### src/rtl/branch_target_buffer.sv
// Two-way set-associative branch target buffer for the IF stage: combinational lookup of the fetch PC,
// registered training from resolved taken branches in writeback, one LRU bit per set.
module branch_target_buffer #(
    parameter int unsigned SETS = 8
) (
    input  logic        clk,
    input  logic        reset,
    input  logic [15:0] if_pc,
    input  logic        gl_pred_taken,
    input  logic        wbisbranch,
    input  logic        actual_taken,
    input  logic [15:0] wb_pcplus2,
    input  logic [15:0] wb_target,
    output logic        btb_hit,
    output logic        pred_redirect,
    output logic [15:0] pred_next_pc
);

    localparam int unsigned IW = $clog2(SETS);
    localparam int unsigned TW = 15 - IW;

    typedef logic [TW-1:0] tag_t;

    // Address split shared by the fetch and writeback ports; bit 0 is always zero for word-aligned PCs.
    logic [15:0]   wb_pc;
    logic [IW-1:0] if_idx;
    logic [IW-1:0] wb_idx;
    tag_t          if_tag;
    tag_t          wb_tag;
    logic          unused_pc_lsbs;

    assign wb_pc          = wb_pcplus2 - 16'h2;
    assign if_idx         = if_pc[IW:1];
    assign if_tag         = if_pc[15:IW+1];
    assign wb_idx         = wb_pc[IW:1];
    assign wb_tag         = wb_pc[15:IW+1];
    assign unused_pc_lsbs = if_pc[0] ^ wb_pc[0];

    // Per-way storage. Only valid and LRU bits are reset; tag and target are qualified by valid.
    logic        valid_q  [2][SETS];
    logic        valid_d  [2][SETS];
    tag_t        tag_q    [2][SETS];
    logic [15:0] target_q [2][SETS];
    logic        lru_q    [SETS];
    logic        lru_d    [SETS];

    // Lookup path
    logic        hit0;
    logic        hit1;
    logic [15:0] hit_target;

    assign hit0 = valid_q[0][if_idx] && (tag_q[0][if_idx] == if_tag);
    assign hit1 = valid_q[1][if_idx] && (tag_q[1][if_idx] == if_tag);

    always_comb begin
        hit_target = target_q[1][if_idx];
        if (hit0) begin
            hit_target = target_q[0][if_idx];
        end
    end

    assign btb_hit       = hit0 | hit1;
    assign pred_redirect = btb_hit & gl_pred_taken;
    assign pred_next_pc  = pred_redirect ? hit_target : (if_pc + 16'h2);

    // Update path. There is no handshake: an update presented with wbisbranch && actual_taken
    // is consumed at the next rising edge, and reads in that cycle still see the old contents.
    logic upd_en;
    logic wb_hit0;
    logic wb_hit1;
    logic wb_way;

    assign upd_en  = wbisbranch & actual_taken;
    assign wb_hit0 = valid_q[0][wb_idx] && (tag_q[0][wb_idx] == wb_tag);
    assign wb_hit1 = valid_q[1][wb_idx] && (tag_q[1][wb_idx] == wb_tag);

    always_comb begin
        wb_way = 1'b0;
        if (wb_hit0) begin
            wb_way = 1'b0;
        end else if (wb_hit1) begin
            wb_way = 1'b1;
        end else if (!valid_q[0][wb_idx]) begin
            wb_way = 1'b0;
        end else if (!valid_q[1][wb_idx]) begin
            wb_way = 1'b1;
        end else begin
            wb_way = lru_q[wb_idx];
        end
    end

    always_comb begin
        valid_d = valid_q;
        lru_d   = lru_q;
        if (upd_en) begin
            valid_d[wb_way][wb_idx] = 1'b1;
            lru_d[wb_idx]           = ~wb_way;
        end
    end

    always_ff @(posedge clk) begin
        if (reset) begin
            for (int s = 0; s < SETS; s++) begin
                valid_q[0][s] <= 1'b0;
                valid_q[1][s] <= 1'b0;
                lru_q[s]      <= 1'b0;
            end
        end else begin
            valid_q <= valid_d;
            lru_q   <= lru_d;
        end
    end

    // Rewriting the tag on an update hit stores the value already there, so one write port covers both cases.
    always_ff @(posedge clk) begin
        if (upd_en && !reset) begin
            tag_q[wb_way][wb_idx]    <= wb_tag;
            target_q[wb_way][wb_idx] <= wb_target;
        end
    end

endmodule

### config.mk
export PLATFORM = sky130hd
export DESIGN_NAME = branch_target_buffer
export DESIGN_NICKNAME = d
export VERILOG_FILES = /design/src/rtl/branch_target_buffer.sv
export SDC_FILE = /design/constraint.sdc
export NUM_CORES = 1
export LEC_CHECK = 0
export ABC_AREA = 1
export ABC_CLOCK_PERIOD_IN_PS = 4600
export CAP_MARGIN = 10
export CORE_MARGIN = 5
export CORE_UTILIZATION = 49
export CTS_BUF_LIST = sky130_fd_sc_hd__clkbuf_16
export CTS_CLUSTER_DIAMETER = 150
export DETAILED_ROUTE_END_ITERATION = 10
export PLACE_DENSITY = 0.62
export SYNTH_ARGS = -nofsm -noshare
export SYNTH_HDL_FRONTEND = slang
export SYNTH_SLANG_ARGS = --single-unit
### constraint.sdc
create_clock -name clk -period 4.6 [get_ports clk]
set_input_delay 0.46 -clock clk [delete_from_list [all_inputs] [get_ports clk]]
set_output_delay 0.46 -clock clk [all_outputs]
set_load 0.1 [all_outputs]
# Word-level counts from Yosys, hierarchy flattened
# Memory sizes are Yosys's and may differ from the RTL's.
# Cells that the tools add are included.
[classes]
addsub = 2
order_cmp = 5
eq_ne = 4
mux = 51
bitwise = 8
n_reduce_logical = 8
[ops]
columns = ["op", "n"]
rows = [
  ["$bmux W12 S3", 4],
  ["$mux W128", 1],
  ["$mux W16", 7],
  ["$mux W12", 9],
  ["$bmux W16 S3", 2],
  ["$mux W96", 1],
  ["$demux W16 S3", 1],
  ["$eq A12 B12 Y1", 4],
  ["$demux W12 S3", 1],
  ["$add A16 B2 Y16 const B", 1],
  ["$mux W1", 16],
  ["$or A16 B16 Y16", 1],
  ["$sub A16 B2 Y16 const B", 1],
  ["$bmux W1 S3", 5],
  ["$bwmux W8", 1],
  ["$demux W8 S1", 1],
  ["$ge A4 B4 Y1 const B", 2],
  ["$mux W8", 1],
  ["$not A3 Y4", 2],
  ["$logic_and A1 B1 Y1", 7],
  ["$lt A4 B1 Y1 const B", 1],
  ["$demux W1 S3", 1],
  ["$and A1 B1 Y1", 2],
  ["$ge A2 B2 Y1 const B", 1],
  ["5 further kinds", 5],
]
[word_totals]
reg_bits = 24
ram_bits = 448
in_bits = 53
out_inout_bits = 18
elab_cells = 104
n_memories = 2
[mem_list]
columns = ["memory", "depth", "width", "read_ports", "rd_ports_with_merged_regs", "write_ports", "line_no", "source"]
rows = [
  ["target_q", 2, 128, 2, 0, 1, "43", "logic [15:0] target_q [2][SETS];"],
  ["tag_q", 2, 96, 2, 0, 1, "42", "tag_t tag_q [2][SETS];"],
]

# Longest topological paths before layout
# Gate-level depths: netlist of run 1.
[depth]
ltp_word = 15
depth_mapped = 23
mapped_depth_nobuf = 19

# Least setup slack after synthesis of run 1
# No wires, ideal clock.
[synth_path]
path_kind = "input to register"
from = "input wb_pcplus2[1]"
to = "memory tag_q[1][12] (netlist name), enable pin"
setup_ps = 383
arrival_ps = 3673
required_ps = 4217
path_slack_ps = 544
path_stages = 18
n_path_buf = 4
cell_sequence = "buf_4 inv_2 buf_2 buf_2 ha_1 nand2_1 o21ai_0 inv_1 nand3_1 nand2_1 nor2_1 nand2_1 nor2_1 nand2_1 nand2_1 buf_4 nand3_1 inv_1"
[synth_between]
word_cells_on_any_way = 31
cone_classes = "add/sub: 1; order compare: 2; eq/ne: 2; mux: 22; bitwise: 1; reduce/logical: 3"
[synth_rtl]
columns = ["element", "line_no", "source"]
rows = [
  ["start, declared", "12", "input logic [15:0] wb_pcplus2,"],
  ["$sub A16 B2 Y16 *", "32", "assign wb_pc = wb_pcplus2 - 16'h2;"],
  ["net wb_pc[5]", "25", "logic [15:0] wb_pc;"],
  ["$eq A12 B12 Y1", "75", "assign wb_hit1 = valid_q[1][wb_idx] && (tag_q[1][wb_idx] == wb_tag);"],
  ["$logic_and A1 B1 Y1", "75", ""],
  ["$mux W1", "81", "end else if (wb_hit1) begin"],
  ["$mux W1 *", "79", "if (wb_hit0) begin"],
  ["end, declared", "42", ""],
]
# Mark *: on every way through the listed nets, which the timed path passes. The rest lies on a longest branch. The select of a mux whose other input is x is not followed.

# Final worst setup path of run 1
[layout_path]
from = "input if_pc[1]"
to = "output pred_next_pc[7]"
[layout_between]
elab_chain_cells = 9
word_cells_on_any_way = 28
cone_classes = "add/sub: 1; eq/ne: 2; mux: 20; bitwise: 3; reduce/logical: 2"
[layout_rtl]
columns = ["element", "line_no", "source"]
rows = [
  ["start, declared", "8", "input logic [15:0] if_pc,"],
  ["$not A3 Y4 (not written as such)", "--", ""],
  ["$bmux W12 S3, on equally long branches", "52, 53", ""],
  ["$mux W12, on equally long branches (2 in a row)", "52, 53", ""],
  ["$eq A12 B12 Y1, on equally long branches", "52, 53", ""],
  ["$logic_and A1 B1 Y1, on equally long branches", "52, 53", ""],
  ["$or A1 B1 Y1", "62", "assign btb_hit = hit0 | hit1;"],
  ["$and A1 B1 Y1", "63", "assign pred_redirect = btb_hit & gl_pred_taken;"],
  ["$mux W16 *", "64", "assign pred_next_pc = pred_redirect ? hit_target : (if_pc + 16'h2);"],
  ["end, declared", "16", "output logic [15:0] pred_next_pc"],
]
# Every way passes the cells marked *; elsewhere a longest branch is shown, timed or not. The select of a mux whose other input is x is not followed.

==> impl_results.md, run 1 <==
* Gr ovfl total at 0
* Most area-consuming cells after synthesis: edfxtp_1 (57%), nand2_1 (17%), nand3_1 (5.0%)
* CTS tree: done
* Post-CTS Hold Buffers at 0
* Req. time, crit path at 4.14 ns
* Worst Hold End: valid_q[14]$_SDFFE_PP0P_
* Share of cells above drive strength 1 at 0.0834
* Async SR Flop Fraction at 0
* M3 GR Usage at 0.0541
* RSZ-0062 raised after global routing: false
* # resized after CTS at 0
* DRC at 0
* Syn-to-layout area delta at 13.9%
* DP Wirelength at roughly 44000 um
* Worst slew margin at 0.393
* Met2 Usage GRT at 0.429
* Initial antenna violation count at 1
* Die area at 52600 um^2
* GRT Total Usage at 0.271
* Setup slack, reg-to-reg at 1.69 ns
* Post-synth EDFFs at 448
* Critical path's slowest cell: inv_6
* WP buf/inv at 4
* Post-Syn Area at approximately 24000 um^2
* Final Wtd Congestion at roughly 0.95
* TritonCTS Sinks at 472
* Post-DP Area at roughly 25000 um^2
* First-pass GRT wire length at 110000 um
* Vias in the first global route at 18200
* Die H at 229 um
* Synth Warn # at 0
* Max rail drop VDD at a little under 0.0003 V
* Die width at 229 um
* Mapped Cells at 2672
* Final setup fails at 0
* Cts bufs inserted at 51
* Critical path origin: if_pc[1]
* Core area at 47600 um^2
* DRT iter0 DRCs at between 2000 and 2500
* WHS at 0.452 ns
* Syn nets at between 2000 and 3000
* Cell with the most instances after synthesis: nand2_1
* Final clock skew at 0.0236 ns
* Routed WL per cell at roughly 22 um
* Max Slew Vio Count at 0
* Clock latency on the worst-skew pair at 0.60 ns
* Vias per cell at between 5 and 6
* Synth top cells by count: nand2_1 (1069), edfxtp_1 (448), inv_1 (248), nand3_1 (237), a21oi_1 (152)
* Root Buffer: clkbuf_16
* Syn_area_per_cell at 8.82 um^2
* GRT met1 Usage at 0.374
* Top cell type's share of synthesized area at 0.571
* Antenna viol nets, final at 0
* R2R Path Start: tag_q[0][5]$_DFFE_PP_
* IO buf count at 69
* Post-layout nets at around 2800
* Vias at 19100
* Maxcap violations at 0
* Worst slew pin tran at 0.911 ns
* CP Launch Type: primary input
* Critical path class: in -> out
* Worst Path Max Fanout at 65
* Post-layout minimum cycle time at about 4.2 ns
* Pwr/cell area at 363 nW/um^2
* N_diodes at 0
* Fmax at 238 MHz
* First drt pass iteration count at 7
* Endpoints failing hold at 0
* Post-Place Setup Slack at 0.408 ns
* Worst hold path depth at 2
* IO Count at 71
* Final period utilization at 0.914
* WL final at about 73000 um
* Leak at 11.4 nW
* Largest delay share family, worst path: simple AND/OR/NAND/NOR gates
* Synth Register Bits at 472
* Library cells used by synthesis at 34
* Fin worst setup slack at 0.397 ns
* Hold Crit Start: valid_q[14]$_SDFFE_PP0P_
* CP max stage delay at 0.56 ns
* Crit end category: output pin
* Sequential area share after synthesis at 0.591
* Post-synth top area cell: edfxtp_1
* Starting Density at 0.495
* Crit path cell chain: clkbuf_8, inv_6, buf_12, nand2_1, nand3_1, nand3_1, nand3_1, nand2_1, nor2_1, nand2_1, nor2_2, nand2_1, nand2_1, nand2_1, nand2_1, nand2_1, buf_12
* Post-CTS Repair Setup Buffers at 0
* Fillers at 4181
* Standard-cell rows at 80
* Longest Clk Path Bufs at 3
* Run status: completed
* Worst EP arrival at 3.74 ns
* Gr busiest metal: met2
* Most used cell, CP: nand2_1
* Largest net degree at the start of global routing at 172
* Post-synth top flop: edfxtp_1
* Worst-path clk slew at 0.06 ns
* Cells on worst reg2reg path at 15
* Min-delay worst type: reg -> reg
* Fin area at 26800 um^2
* CTS H-Tree Depth at 2
* Setup TNS at 0 ns
* Reg-to-Reg End: tag_q[0][15]$_DFFE_PP_
[logic make-up (layout without fill, tap and decap cells)]
| logic type | after synthesis | in the layout | synth area share |
|---|---|---|---|
| flip-flops | 472 | 472 | 0.591 |
| buffers and inverters | 395 | 492 | 0.0711 |
| AO/OA/AOI/OAI | 301 | 301 | 0.0758 |
| adder cells (fa/ha/maj) | 2 | 2 | 0.00106 |
| AND/OR/NAND/NOR | 1488 | 1488 | 0.256 |
| XOR/XNOR | 14 | 14 | 0.00520 |
[power by group]
| group | leakage, nW | internal (W) | switching, W | total [W] |
|---|---|---|---|---|
| Clock | 0.841 | 0.00221 | 0.00170 | 0.00392 |
| Combinational | 6.36 | 0.000330 | 0.000774 | 0.00110 |
| Sequential | 4.22 | 0.00473 | 0.00000695 | 0.00473 |
| Total | 11.4 | 0.00727 | 0.00248 | 0.00975 |
[worst max-delay path by stage]
stage / depth (start not counted) / endpoint / slack, ns
after floorplan: 18 / tag_q[1][12]$_DFFE_PP_ / 0.54
after global placement: 17 / pred_next_pc[14] / 0.48
after detailed placement: 19 / tag_q[0][15]$_DFFE_PP_ / 0.41
after CTS: 17 / pred_next_pc[11] / 0.42
after global routing: 17 / pred_next_pc[7] / 0.24
final: 17 / pred_next_pc[7] / 0.40
[registers in the layout, summed over array words and instances, names as in the netlist]
register	flops
target_q	256
valid_q	16
tag_q	192
lru_q	8
[worst min-delay path, stage by stage, from the launching register on]
cell and delay, ns:
dfxtp_1 0.31, nand2_1 0.06, nand2_1 0.04
[metal layers]
| layer | part of all wire | vias up |
|---|---|---|
| li1 | - | 8964 |
| met1 | 0.42 | 9112 |
| met2 | 0.46 | 883 |
| met3 | 0.088 | 177 |
| met4 | 0.037 | 2 |
| met5 | 0.000096 | - |
[cell usage in the layout (no fill, tap or decap), types with 2 or more instances in the layout]
cell and count:
inv_6 2, nand2_2 4, nor3_1 2, nand4_1 7, inv_1 248, clkbuf_16 52
clkinv_1 10, buf_12 34, o211ai_1 5, dfxtp_1 24, a21oi_1 152, clkdlybuf4s50_1 47
o21ai_0 52, clkinvlp_4 2, o21ai_1 21, xor2_1 14, inv_2 16, nor2_4 3
clkinv_2 11, bufinv_16 3, edfxtp_1 448, nand3_1 237, a221oi_1 64, clkinv_4 2
buf_4 61, nand2_1 1069, nor2_1 130, o21a_1 2, o21bai_1 2, or2_2 32
[cell type report]
class	instances	area [um^2]	share of cell area
Inverter	254	961	0.0358
Clock buffer	52	1300	0.0485
Sequential cell	472	13900	0.519
Timing Repair Buffer	144	1630	0.0606
Tap cell	615	769	0.0287
Multi-Input combinational cell	1805	7970	0.297
Clock inverter	42	285	0.0106
[through the flow]
| step | power, W | std cells | util |
|---|---|---|---|
| 3_5_place_dp | 0.00591 | 3290 | 0.530 |
| 6_report | 0.00975 | 3384 | 0.564 |
| 3_3_place_gp | 0.00590 | 3290 | 0.530 |
| 2_1_floorplan | 0.00550 | 2672 | - |
| 4_1_cts | 0.00979 | 3384 | 0.564 |
| 5_1_grt | 0.0101 | 3384 | 0.564 |
No activity file was read; power rests on OpenSTA's default activity.
==> run 2: changes to the inputs <==
--- a/config.mk
+++ b/config.mk
@@ -7,8 +7,7 @@
 export LEC_CHECK = 0
 export ABC_AREA = 1
 export ABC_CLOCK_PERIOD_IN_PS = 4600
-export CAP_MARGIN = 10
-export CORE_MARGIN = 5
+export CORE_MARGIN = 1.5
 export CORE_UTILIZATION = 49
 export CTS_BUF_LIST = sky130_fd_sc_hd__clkbuf_16
 export CTS_CLUSTER_DIAMETER = 150
==> impl_results.md, run 2 (synthesis gave the netlist of run 1 again) <==
* Final setup fails at 0 (unchanged)
* Critical path's slowest cell: nand2_1
* Worst EP arrival at 3.71 ns (-0.03 ns)
* Final period utilization at 0.907 (-0.00631)
* Setup TNS at 0 ns (unchanged)
* First drt pass iteration count at 6 (-1)
* Die H at 222 um (-3.1%)
* Critical path class: in -> out
* Initial antenna violation count at 0 (-1)
* Crit path cell chain: clkbuf_8, buf_12, o21ai_0, nand2_1, nand3_1, nand3_1, nand2_1, nor2_1, nand2_1, nor2_1, nand2_1, nand2_1, nand2_1, nand2_1, nand2_1, buf_12
* Clock latency on the worst-skew pair at 0.63 ns (+0.03 ns)
* CP max stage delay at 0.48 ns (-0.08 ns)
* Die width at 222 um (-3.1%)
* Post-CTS Repair Setup Buffers at 0 (unchanged)
* Hold Crit Start: valid_q[9]$_SDFFE_PP0P_
* Worst slew pin tran at 1.03 ns (+0.116 ns)
* Syn-to-layout area delta at 14.3%
* Post-layout minimum cycle time at 4.17 ns (-0.0290 ns)
* DRT iter0 DRCs at 2147 (+0.61%)
* Largest delay share family, worst path: simple AND/OR/NAND/NOR gates
* Max Slew Vio Count at 0 (unchanged)
* Vias at 19000 (-0.96%)
* Max reg flops at 256 (unchanged)
* P_int at 0.00739 W (+1.6%)
* Leak at 11.4 nW (about the same)
* Vias in the first global route at 17800 (-2.6%)
* Final Wtd Congestion at 0.992 (+4.5%)
* Die area at 49400 um^2 (-6.0%)
* Post-CTS Hold Buffers at 0 (unchanged)
* FF/Latch Area at 13900 um^2 (unchanged)
* Worst-path clk slew at 0.06 ns (about the same)
* Commonest non-fill, non-tap cells in the layout: nand2_1 (1069), edfxtp_1 (448), inv_1 (241), nand3_1 (237), a21oi_1 (152)
* Antenna viol nets, final at 0 (unchanged)
* Comb power frac at 0.113 (about the same)
* Largest Register: target_q
* IO buf count at 69 (unchanged)
* N_diodes at 0 (unchanged)
* # resized after CTS at 0 (unchanged)
* Net switching power at 0.00250 W (+0.76%)
* Area of the multi-input gates at 7970 um^2 (unchanged)
* WP buf/inv at 3 (-1)
* IO Count at 71 (unchanged)
* Starting Density at 0.495 (unchanged)
* Gr ovfl total at 0 (unchanged)
* Core area at 47600 um^2 (unchanged)
* Crit end category: output pin
* Run status: completed
* CP Launch Type: primary input
* Most used cell, CP: nand2_1
* Share of cells above drive strength 1 at 0.0818 (-0.00163)
* Final clock skew at 0.0372 ns (+0.0136 ns)
* Net Sw Frac at 0.253 (-0.00157)
* Cts bufs inserted at 50 (-2.0%)
* Min-delay worst type: reg -> reg
* GRT Total Usage at 0.290 (+0.0192)
* Longest Clk Path Bufs at 3 (unchanged)
* Standard-cell rows at 80 (unchanged)
* Routed WL per cell at 21.4 um (-0.80%)
* Root Buffer: clkbuf_16
* DRC at 0 (unchanged)
* WHS at 0.470 ns (+0.0187 ns)
* Largest net degree at the start of global routing at 172 (unchanged)
* Seq pwr share at 0.479 (-0.006)
* Inst Count DP at 3285 (-0.15%)
* CTS tree: done
* Fin cells at 3378 (-0.18%)
* Pwr/cell area at 367 nW/um^2 (+1.0%)
* Maxcap violations at 0 (unchanged)
* Post-layout nets at 2777 (-0.22%)
* DP Wirelength at 43100 um (-1.4%)
* TritonCTS Sinks at 472 (unchanged)
* CTS H-Tree Depth at 2 (unchanged)
* Fmax at 240 MHz (+0.70%)
* Fillers at 4205 (+0.57%)
* WL final at 72200 um (-0.98%)
* Worst Path Max Fanout at 112 (+72%)
* RSZ-0062 raised after global routing: false
* Req. time, crit path at 4.14 ns (about the same)
* Commonest non-fill, non-tap cell in the layout: nand2_1
* Max rail drop VDD at 0.000297 V (+1.3%)
* Vias per cell at 5.61 (-0.79%)
* R2R Path Start: tag_q[0][37]$_DFFE_PP_
* Biggest regs: target_q: 256 flops, tag_q: 192 flops, valid_q: 16 flops
* Endpoints failing hold at 0 (unchanged)
* Critical path origin: if_pc[1]
* Worst slew margin at 0.315 (-0.0773)
* Clock Power Share at 0.408 (+0.007)
* First-pass GRT wire length at 107000 um (-2.2%)
-- run 2: cell count changes in the layout (fill, tap and decap cells not counted), sizes merged --
cell	previous run	this run
clkbuf	53	51
clkinvlp	2	1
buf	96	91
clkinv	24	28
bufinv	3	6
inv	267	262
-- run 2: path summary, 6_finish.rpt --
check | cells after the start | slack, ns | to
max | 16 | 0.43 | pred_next_pc[7]
min | 2 | 0.47 | valid_q[9]$_SDFFE_PP0P_
max reg2reg | 15 | 1.53 | tag_q[0][46]$_DFFE_PP_
min reg2reg | 2 | 0.47 | valid_q[9]$_SDFFE_PP0P_
-- run 2: stage by stage --
| step | area (um^2) | utilization | total power, W | setup slack (ns) |
|---|---|---|---|---|
| 3_5_place_dp | 25300 | 0.531 | 0.00592 | 0.196 |
| 5_1_grt | 26900 | 0.565 | 0.0102 | 0.243 |
| 2_1_floorplan | 23600 | - | 0.00550 | 0.544 |
| 6_report | 26900 | 0.565 | 0.00989 | 0.426 |
| 4_1_cts | 26900 | 0.565 | 0.00992 | 0.554 |
| 3_3_place_gp | 25300 | 0.531 | 0.00591 | 0.253 |
-- run 2: area by class of cell --
cell class / instances / area share
timing repair buffer: 139 / 0.0613
inverter: 254 / 0.0357
clock buffer: 50 / 0.0464
clock inverter: 43 / 0.0150
multi-input combinational: 1805 / 0.296
sequential: 472 / 0.517
tap: 615 / 0.0286
-- run 2: power groups by stage --
stage | combinational [W] | sequential, W | clock (W)
floorplan | 0.000673 | 0.00482 | 0
global placement | 0.00109 | 0.00482 | 0
detailed placement | 0.00110 | 0.00482 | 0
CTS | 0.00110 | 0.00473 | 0.00408
global route | 0.00121 | 0.00473 | 0.00423
finish | 0.00112 | 0.00473 | 0.00404
-- run 2: routing by layer --
layer | part of all wire | global-route usage | routed length, um | up-vias
li1 | - | - | - | 8946
met1 | 0.42 | 0.405 | 30300 | 8911
met2 | 0.45 | 0.456 | 32600 | 933
met3 | 0.090 | 0.0414 | 6530 | 164
met4 | 0.038 | 0.122 | 2770 | 0
met5 | 0 | 0 | 0 | -
-- run 2: worst min-delay path, cell delays in order (launching register included) --
cell and delay (ns):
dfxtp_1 0.32, nand2_1 0.06, nand2_1 0.04
==> run 3: changes to the inputs <==
--- a/config.mk
+++ b/config.mk
@@ -13,6 +13,7 @@
 export CTS_CLUSTER_DIAMETER = 150
 export DETAILED_ROUTE_END_ITERATION = 10
 export PLACE_DENSITY = 0.62
+export SKIP_CTS_REPAIR_TIMING = 1
 export SYNTH_ARGS = -nofsm -noshare
 export SYNTH_HDL_FRONTEND = slang
 export SYNTH_SLANG_ARGS = --single-unit
==> results of run 3 <==
Same layout as run 2: the final DEF is identical, and so are final timing and power.
